$ cat src/rtl/rv_mdu_pkg.sv
// Shared types and constants for the RV32M multiply/divide unit.
package rv_mdu_pkg;

  localparam int XLEN = 32;

  // funct3 encodings of the M extension
  typedef enum logic [2:0] {
    OP_MUL    = 3'b000,
    OP_MULH   = 3'b001,
    OP_MULHSU = 3'b010,
    OP_MULHU  = 3'b011,
    OP_DIV    = 3'b100,
    OP_DIVU   = 3'b101,
    OP_REM    = 3'b110,
    OP_REMU   = 3'b111
  } mdu_op_e;

  typedef enum logic [1:0] {
    IDLE = 2'd0,
    MUL  = 2'd1,
    DIV  = 2'd2,
    DONE = 2'd3
  } mdu_state_e;

  localparam logic [31:0] DIV0_QUOT = 32'hFFFF_FFFF;
  localparam logic [31:0] INT_MIN   = 32'h8000_0000;

  // Two's-complement negate when neg is set; used for magnitudes and sign fix-up.
  function automatic logic [31:0] cond_negate(input logic [31:0] v, input logic neg);
    return neg ? (32'd0 - v) : v;
  endfunction

endpackage

$ cat src/rtl/mdu_divider.sv
// Unsigned radix-2 restoring divider, one quotient bit per step.
// The dividend is shifted out of the quotient register into the 33-bit
// partial remainder while quotient bits are shifted in from the right.
module mdu_divider
  import rv_mdu_pkg::*;
#(
  parameter int XLEN      = 32,
  parameter int DIV_STEPS = 32
) (
  input  logic            clk,
  input  logic            reset,
  input  logic            load_i,
  input  logic            step_i,
  input  logic            flush_i,
  input  logic [XLEN-1:0] dividend_i,
  input  logic [XLEN-1:0] divisor_i,
  output logic [XLEN-1:0] quotient_o,
  output logic [XLEN-1:0] remainder_o,
  output logic            finished_o
);

  localparam int CW = $clog2(DIV_STEPS);
  localparam logic [CW-1:0] LAST_STEP = CW'(DIV_STEPS - 1);

  logic [XLEN-1:0] quo_q, quo_d;
  logic [XLEN:0]   rem_q, rem_d;
  logic [XLEN-1:0] dvs_q, dvs_d;
  logic [CW-1:0]   cnt_q, cnt_d;
  logic            fin_q, fin_d;

  logic [XLEN:0] rem_shift;
  logic [XLEN:0] rem_diff;
  logic          fits;

  assign rem_shift = (rem_q << 1) | {{XLEN{1'b0}}, quo_q[XLEN-1]};
  assign rem_diff  = rem_shift - {1'b0, dvs_q};
  assign fits      = ~rem_diff[XLEN];

  // Next-state: flush clears the step count, load restarts, step does one trial subtraction.
  always_comb begin
    quo_d = quo_q;
    rem_d = rem_q;
    dvs_d = dvs_q;
    cnt_d = cnt_q;
    fin_d = fin_q;
    if (flush_i) begin
      cnt_d = '0;
      fin_d = 1'b0;
    end else if (load_i) begin
      quo_d = dividend_i;
      rem_d = '0;
      dvs_d = divisor_i;
      cnt_d = '0;
      fin_d = 1'b0;
    end else if (step_i && !fin_q) begin
      rem_d = fits ? rem_diff : rem_shift;
      quo_d = {quo_q[XLEN-2:0], fits};
      cnt_d = cnt_q + CW'(1);
      if (cnt_q == LAST_STEP) begin
        fin_d = 1'b1;
      end
    end
  end

  // Divider state registers.
  always_ff @(posedge clk or posedge reset) begin
    if (reset) begin
      quo_q <= '0;
      rem_q <= '0;
      dvs_q <= '0;
      cnt_q <= '0;
      fin_q <= 1'b0;
    end else begin
      quo_q <= quo_d;
      rem_q <= rem_d;
      dvs_q <= dvs_d;
      cnt_q <= cnt_d;
      fin_q <= fin_d;
    end
  end

  assign quotient_o  = quo_q;
  assign remainder_o = rem_q[XLEN-1:0];
  assign finished_o  = fin_q;

endmodule

$ cat src/rtl/mdu_unit.sv
// RV32M multiply/divide unit for the execute stage.
// Multiply completes two cycles after accept; divide runs the iterative
// divider and completes 34 cycles after accept.
// Optional macro MDU_DIV_EARLY_OUT_EN: divide-by-zero and signed overflow
// skip the iterations and complete with the same latency as a multiply.
module mdu_unit
#(
  parameter int XLEN      = rv_mdu_pkg::XLEN,
  parameter int DIV_STEPS = 32
) (
  input  logic            clk,
  input  logic            reset,
  input  logic            start_i,
  input  logic [2:0]      funct3_i,
  input  logic [XLEN-1:0] a_i,
  input  logic [XLEN-1:0] b_i,
  input  logic            flush_i,
  output logic            stall_o,
  output logic            done_o,
  output logic [XLEN-1:0] result_o
);

  import rv_mdu_pkg::*;

  mdu_state_e state_q, state_d;
  logic [2:0]      op_q, op_d;
  logic            sa_q, sa_d;
  logic            sb_q, sb_d;
  logic [XLEN-1:0] a_q, a_d;
  logic [XLEN-1:0] b_q, b_d;
  logic            dz_q, dz_d;
  logic            ovf_q, ovf_d;
  logic [XLEN-1:0] result_q, result_d;
  logic            done_q, done_d;

  logic            accept;
  logic            a_signed_in;
  logic            b_signed_in;
  logic            div_load;
  logic            div_step;
  logic            div_flush;
  logic            div_fin;
  logic            early_exit;
  logic [XLEN-1:0] div_quo;
  logic [XLEN-1:0] div_rem;
  logic [XLEN-1:0] quo_fix;
  logic [XLEN-1:0] rem_fix;
  logic [XLEN-1:0] div_res;
  logic [XLEN-1:0] mul_res;
  logic [XLEN-1:0] op_res;
  logic [2*XLEN-1:0] prod;

  assign accept = (state_q == IDLE) && start_i && !flush_i;

  // MUL/MULH/MULHSU treat a as signed; DIV/REM treat both as signed.
  assign a_signed_in = funct3_i[2] ? !funct3_i[0] : (funct3_i[1:0] != 2'b11);
  assign b_signed_in = funct3_i[2] ? !funct3_i[0] : !funct3_i[1];

  // Operands are extended with their captured sign so one unsigned multiply covers every variant.
  assign prod    = {{XLEN{sa_q}}, a_q} * {{XLEN{sb_q}}, b_q};
  assign mul_res = (op_q[1:0] == 2'b00) ? prod[XLEN-1:0] : prod[2*XLEN-1:XLEN];

  assign quo_fix = cond_negate(div_quo, sa_q ^ sb_q);
  assign rem_fix = cond_negate(div_rem, sa_q);

`ifdef MDU_DIV_EARLY_OUT_EN
  assign early_exit = dz_q || ovf_q;
`else
  assign early_exit = 1'b0;
`endif

  // Divide result with the architectural special cases taking priority over the iterated value.
  always_comb begin
    div_res = op_q[1] ? rem_fix : quo_fix;
    if (dz_q) begin
      div_res = op_q[1] ? a_q : DIV0_QUOT;
    end else if (ovf_q) begin
      div_res = op_q[1] ? '0 : INT_MIN;
    end
  end

  assign op_res = op_q[2] ? div_res : mul_res;

  mdu_divider #(
    .XLEN      (XLEN),
    .DIV_STEPS (DIV_STEPS)
  ) u_divider (
    .clk         (clk),
    .reset       (reset),
    .load_i      (div_load),
    .step_i      (div_step),
    .flush_i     (div_flush),
    .dividend_i  (cond_negate(a_i, a_signed_in & a_i[XLEN-1])),
    .divisor_i   (cond_negate(b_i, b_signed_in & b_i[XLEN-1])),
    .quotient_o  (div_quo),
    .remainder_o (div_rem),
    .finished_o  (div_fin)
  );

  // FSM next-state: accept and capture in IDLE, produce the result on leaving MUL/DIV, flush always wins.
  always_comb begin
    state_d   = state_q;
    op_d      = op_q;
    sa_d      = sa_q;
    sb_d      = sb_q;
    a_d       = a_q;
    b_d       = b_q;
    dz_d      = dz_q;
    ovf_d     = ovf_q;
    result_d  = result_q;
    done_d    = 1'b0;
    div_load  = 1'b0;
    div_step  = 1'b0;
    div_flush = 1'b0;
    if (flush_i) begin
      state_d   = IDLE;
      div_flush = 1'b1;
    end else begin
      unique case (state_q)
        IDLE: begin
          if (start_i) begin
            op_d     = funct3_i;
            sa_d     = a_signed_in & a_i[XLEN-1];
            sb_d     = b_signed_in & b_i[XLEN-1];
            a_d      = a_i;
            b_d      = b_i;
            dz_d     = (b_i == '0);
            ovf_d    = !funct3_i[0] && (a_i == INT_MIN) && (b_i == DIV0_QUOT);
            div_load = funct3_i[2];
            state_d  = funct3_i[2] ? DIV : MUL;
          end
        end
        MUL: begin
          result_d = op_res;
          done_d   = 1'b1;
          state_d  = DONE;
        end
        DIV: begin
          if (early_exit || div_fin) begin
            result_d = op_res;
            done_d   = 1'b1;
            state_d  = DONE;
          end else begin
            div_step = 1'b1;
          end
        end
        DONE: begin
          state_d = IDLE;
        end
        default: begin
          state_d = IDLE;
        end
      endcase
    end
  end

  // FSM and captured-operand registers.
  always_ff @(posedge clk or posedge reset) begin
    if (reset) begin
      state_q  <= IDLE;
      op_q     <= '0;
      sa_q     <= 1'b0;
      sb_q     <= 1'b0;
      a_q      <= '0;
      b_q      <= '0;
      dz_q     <= 1'b0;
      ovf_q    <= 1'b0;
      result_q <= '0;
      done_q   <= 1'b0;
    end else begin
      state_q  <= state_d;
      op_q     <= op_d;
      sa_q     <= sa_d;
      sb_q     <= sb_d;
      a_q      <= a_d;
      b_q      <= b_d;
      dz_q     <= dz_d;
      ovf_q    <= ovf_d;
      result_q <= result_d;
      done_q   <= done_d;
    end
  end

  assign stall_o  = accept || (state_q == MUL) || (state_q == DIV);
  assign done_o   = done_q;
  assign result_o = result_q;

endmodule

$ cat config.mk
export PLATFORM = sky130hd
export DESIGN_NAME = mdu_unit
export DESIGN_NICKNAME = d
export VERILOG_FILES = /design/src/rtl/rv_mdu_pkg.sv /design/src/rtl/mdu_divider.sv /design/src/rtl/mdu_unit.sv
export SDC_FILE = /design/constraint.sdc
export NUM_CORES = 2
export LEC_CHECK = 0
export ABC_AREA = 1
export BUFFER_PORTS_ARGS = -buffer_cell sky130_fd_sc_hd__buf_4
export CELL_PAD_IN_SITES_DETAIL_PLACEMENT = 0
export CELL_PAD_IN_SITES_GLOBAL_PLACEMENT = 1
export CORE_MARGIN = 3
export CORE_UTILIZATION = 54
export DETAILED_ROUTE_END_ITERATION = 7
export HOLD_SLACK_MARGIN = 0.03
export PLACE_DENSITY_LB_ADDON = 0.1
export SYNTH_ARGS = -nofsm -noshare
export SYNTH_HDL_FRONTEND = slang
export SYNTH_SLANG_ARGS = --single-unit
$ cat constraint.sdc
create_clock -name clk -period 21.9 [get_ports clk]
set_input_delay 2.19 -clock clk [delete_from_list [all_inputs] [get_ports clk]]
set_output_delay 2.19 -clock clk [all_outputs]
set_load 0.01 [all_outputs]
==> metrics.txt <==
Clock Latency Late Sink=0.62 ns; Bufs on Longest Clock Path=3; Tmin final=8.94 ns; clk sinks=208; status=finished clean; Achievable Freq=approximately 110 MHz; GP Congestion=about 1.1; I/O pin cnt=about 110; site row count=117; die height=327 um; vias in the first global route=50800; DP HPWL=162 mm; RSZ-0062 raised after global routing=false; P&R area growth vs syn=5.08%; DP Worst Slack=13.04 ns; htree depth=1; core area=102000 um2; fin. max-slew vios=0; largest net degree at the start of global routing=100; Worst EP arrival=9.42 ns; post-cts resize count=0; setup TNS=0 ns; WS Path Type=flip-flop to flip-flop; Core Util, Final=0.573; Worst-Margin Slew=about 1.2 ns; via count=48900; layout cells sized above 1=0.0414; clk slew on worst S/H paths=0.06 ns; final worst slack=about 13 ns; Initial Util=0.545; GRT Total Usage=0.393; DRC viols=0; final WL=approximately 200 mm; Detailed Routing Iterations Pass 1=7; buffers added on ports=104; Met3 Wirelength=19.8 mm; Max-Cap Viols=0; Worst path max stage delay=0.98 ns; #FFs+latches synth=208; CP max-delay cell=fa_1; clock root cell=clkbuf_16; Unique masters post-synth=54; final antenna-violating net count=0; CTS Hold Bufs=0; gr ovfl total=0; CTS tree=built; Critical Path RT=between 20 and 25 ns; wire length on met1=roughly 83 mm; first-pass GRT wire length=314 mm; routed len/inst=23.3 um; Final Cycle Share=0.408; Final setup viols=0; highest routed layer=met5; cell family contributing the most delay on the critical path=adder cells; post-CTS setup buffers=0; cells after synthesis=7519; total die area=107000 um2; Crit. End Element=flip-flop; antenna violations before repair=12; Hold Path Class=flip-flop to flip-flop; Mapped Area=55500 um2; die width=327 um; Final Net Count=8845; CP max FO=34; Mapped Nets=approximately 9000; Avg Inst Size Synth=7.39 um2; initial drt markers=4678; Ys Warns=0; Top cell by count, worst path=fa_1; met2 WL=90.9 mm; Fin Clk Skew=0.0303 ns; Seq/Total Area, Yosys=0.0937; crit path launch type=flip-flop; Critical path buffers and inverters=8; routed vias/inst=5.56; Slew HR=0.216; cts bufs inserted=28; Final Hold Viols=0
[worst min-delay path, cell delays in order (launching register included)]
cell and delay [ns]:
dfrtp_1 0.34, nand2_1 0.05, o21ai_0 0.06
[layer usage]
layer	up-vias	GRT usage
met4	4	0.183
met5	-	0
met1	24400	0.534
met3	557	0.0805
li1	21500	-
met2	2446	0.607
[layout make-up]
class,instances,area [um2]
multi-input cells,4922,41300
inverters,2034,7640
fillers,9906,43500
diodes,9,22.5
clock buffers,35,757
clock inverters,15,176
well taps,1368,1710
flip-flops and latches,208,5210
repair buffers,200,1500
[synth_stat cells (all sizes together)]
cell type	number	area [um2]
a31oi	18	113
a21oi	205	1030
buf	35	185
mux2	1	11.3
clkbuf	320	1200
xor2	55	482
o2111ai	1	8.76
o21a	3	22.5
xnor2	19	174
nand4	31	194
dfrtp	208	5200
a211oi	2	15.0
and2	2	12.5
o41ai	1	8.76
nand2	1955	7370
nor2	423	1620
ha	254	3180
a21boi	4	30.0
clkinv	7	26.3
o21bai	20	150
nor4	8	50.1
o211ai	9	82.6
nand3b	7	52.6
o22ai	15	100
o221ai	27	236
inv	2027	7610
fa	1126	22500
nand3	326	1650
o21ai	338	1710
o311ai	2	17.5
or2	2	12.5
a31o	1	8.76
a32o	2	20.0
o31ai	6	45.0
nor3	51	317
a21o	8	60.1
[flip-flops by register name, indices dropped and copies added, names as in the netlist]
signal and cells:
sa_q 1, op_q 3, state_q 2, u_divider.quotient_o 32, u_divider.rem_q 32, u_divider.dvs_q 32
ovf_q 1, sb_q 1, dz_q 1, a_q 32, u_divider.finished_o 1, b_q 32
done_o 1, result_o 32, u_divider.cnt_q 5
[logic make-up after synthesis]
| kind of cell | share of synthesized area |
|---|---|
| multiplexers | 0.000203 |
| AO/OA/AOI/OAI | 0.0658 |
| buffers and inverters | 0.162 |
| flip-flops | 0.0937 |
| XOR/XNOR | 0.0118 |
| adder cells (fa/ha/maj) | 0.463 |
| AND/OR/NAND/NOR | 0.203 |
[final timing paths]
check                        start                       to  slack (ns)  cells past startpoint
max                         b_q[0]             result_o[29]       12.96                     29
min                        b_q[28]                  b_q[28]        0.49                      2
max reg2reg                 b_q[0]             result_o[29]       12.96                     29
min reg2reg                b_q[28]                  b_q[28]        0.49                      2
max in group asynchronous    reset  u_divider.quotient_o[6]       18.60                      3
min in group asynchronous    reset                  b_q[23]        1.71                      2
[cells in the final DEF, fill, tap and decap left out, types with 14 or more instances in the layout]
cell,netlist,routed
inv_1,2021,2019
nand2_1,1948,1948
fa_1,1126,1126
nor2_1,414,411
nand3_1,322,321
o21ai_0,293,293
ha_1,254,254
dfrtp_1,208,205
a21oi_1,204,204
buf_4,3,200
xor2_1,55,55
o21ai_1,41,41
nor3_1,40,40
nand4_1,31,31
clkbuf_16,0,28
o221ai_1,27,27
o21bai_1,20,20
a31oi_1,18,18
xnor2_1,18,18
o22ai_1,14,14
[metrics by stage]
| step | cell area (um2) | instances | hold slack [ns] |
|---|---|---|---|
| finish | 58400 | 8791 | 0.485 |
| global route | 58300 | 8785 | 0.498 |
| CTS | 58300 | 8782 | 0.482 |
| detailed placement | 57400 | 8732 | 0.466 |
| global placement | 57400 | 8732 | 0.466 |
| floorplan | 55500 | 7519 | 0.449 |
Power is left out: the tool's default activity adds up to more than one toggle a clock period on the data nets, which glitch-free logic cannot reach.
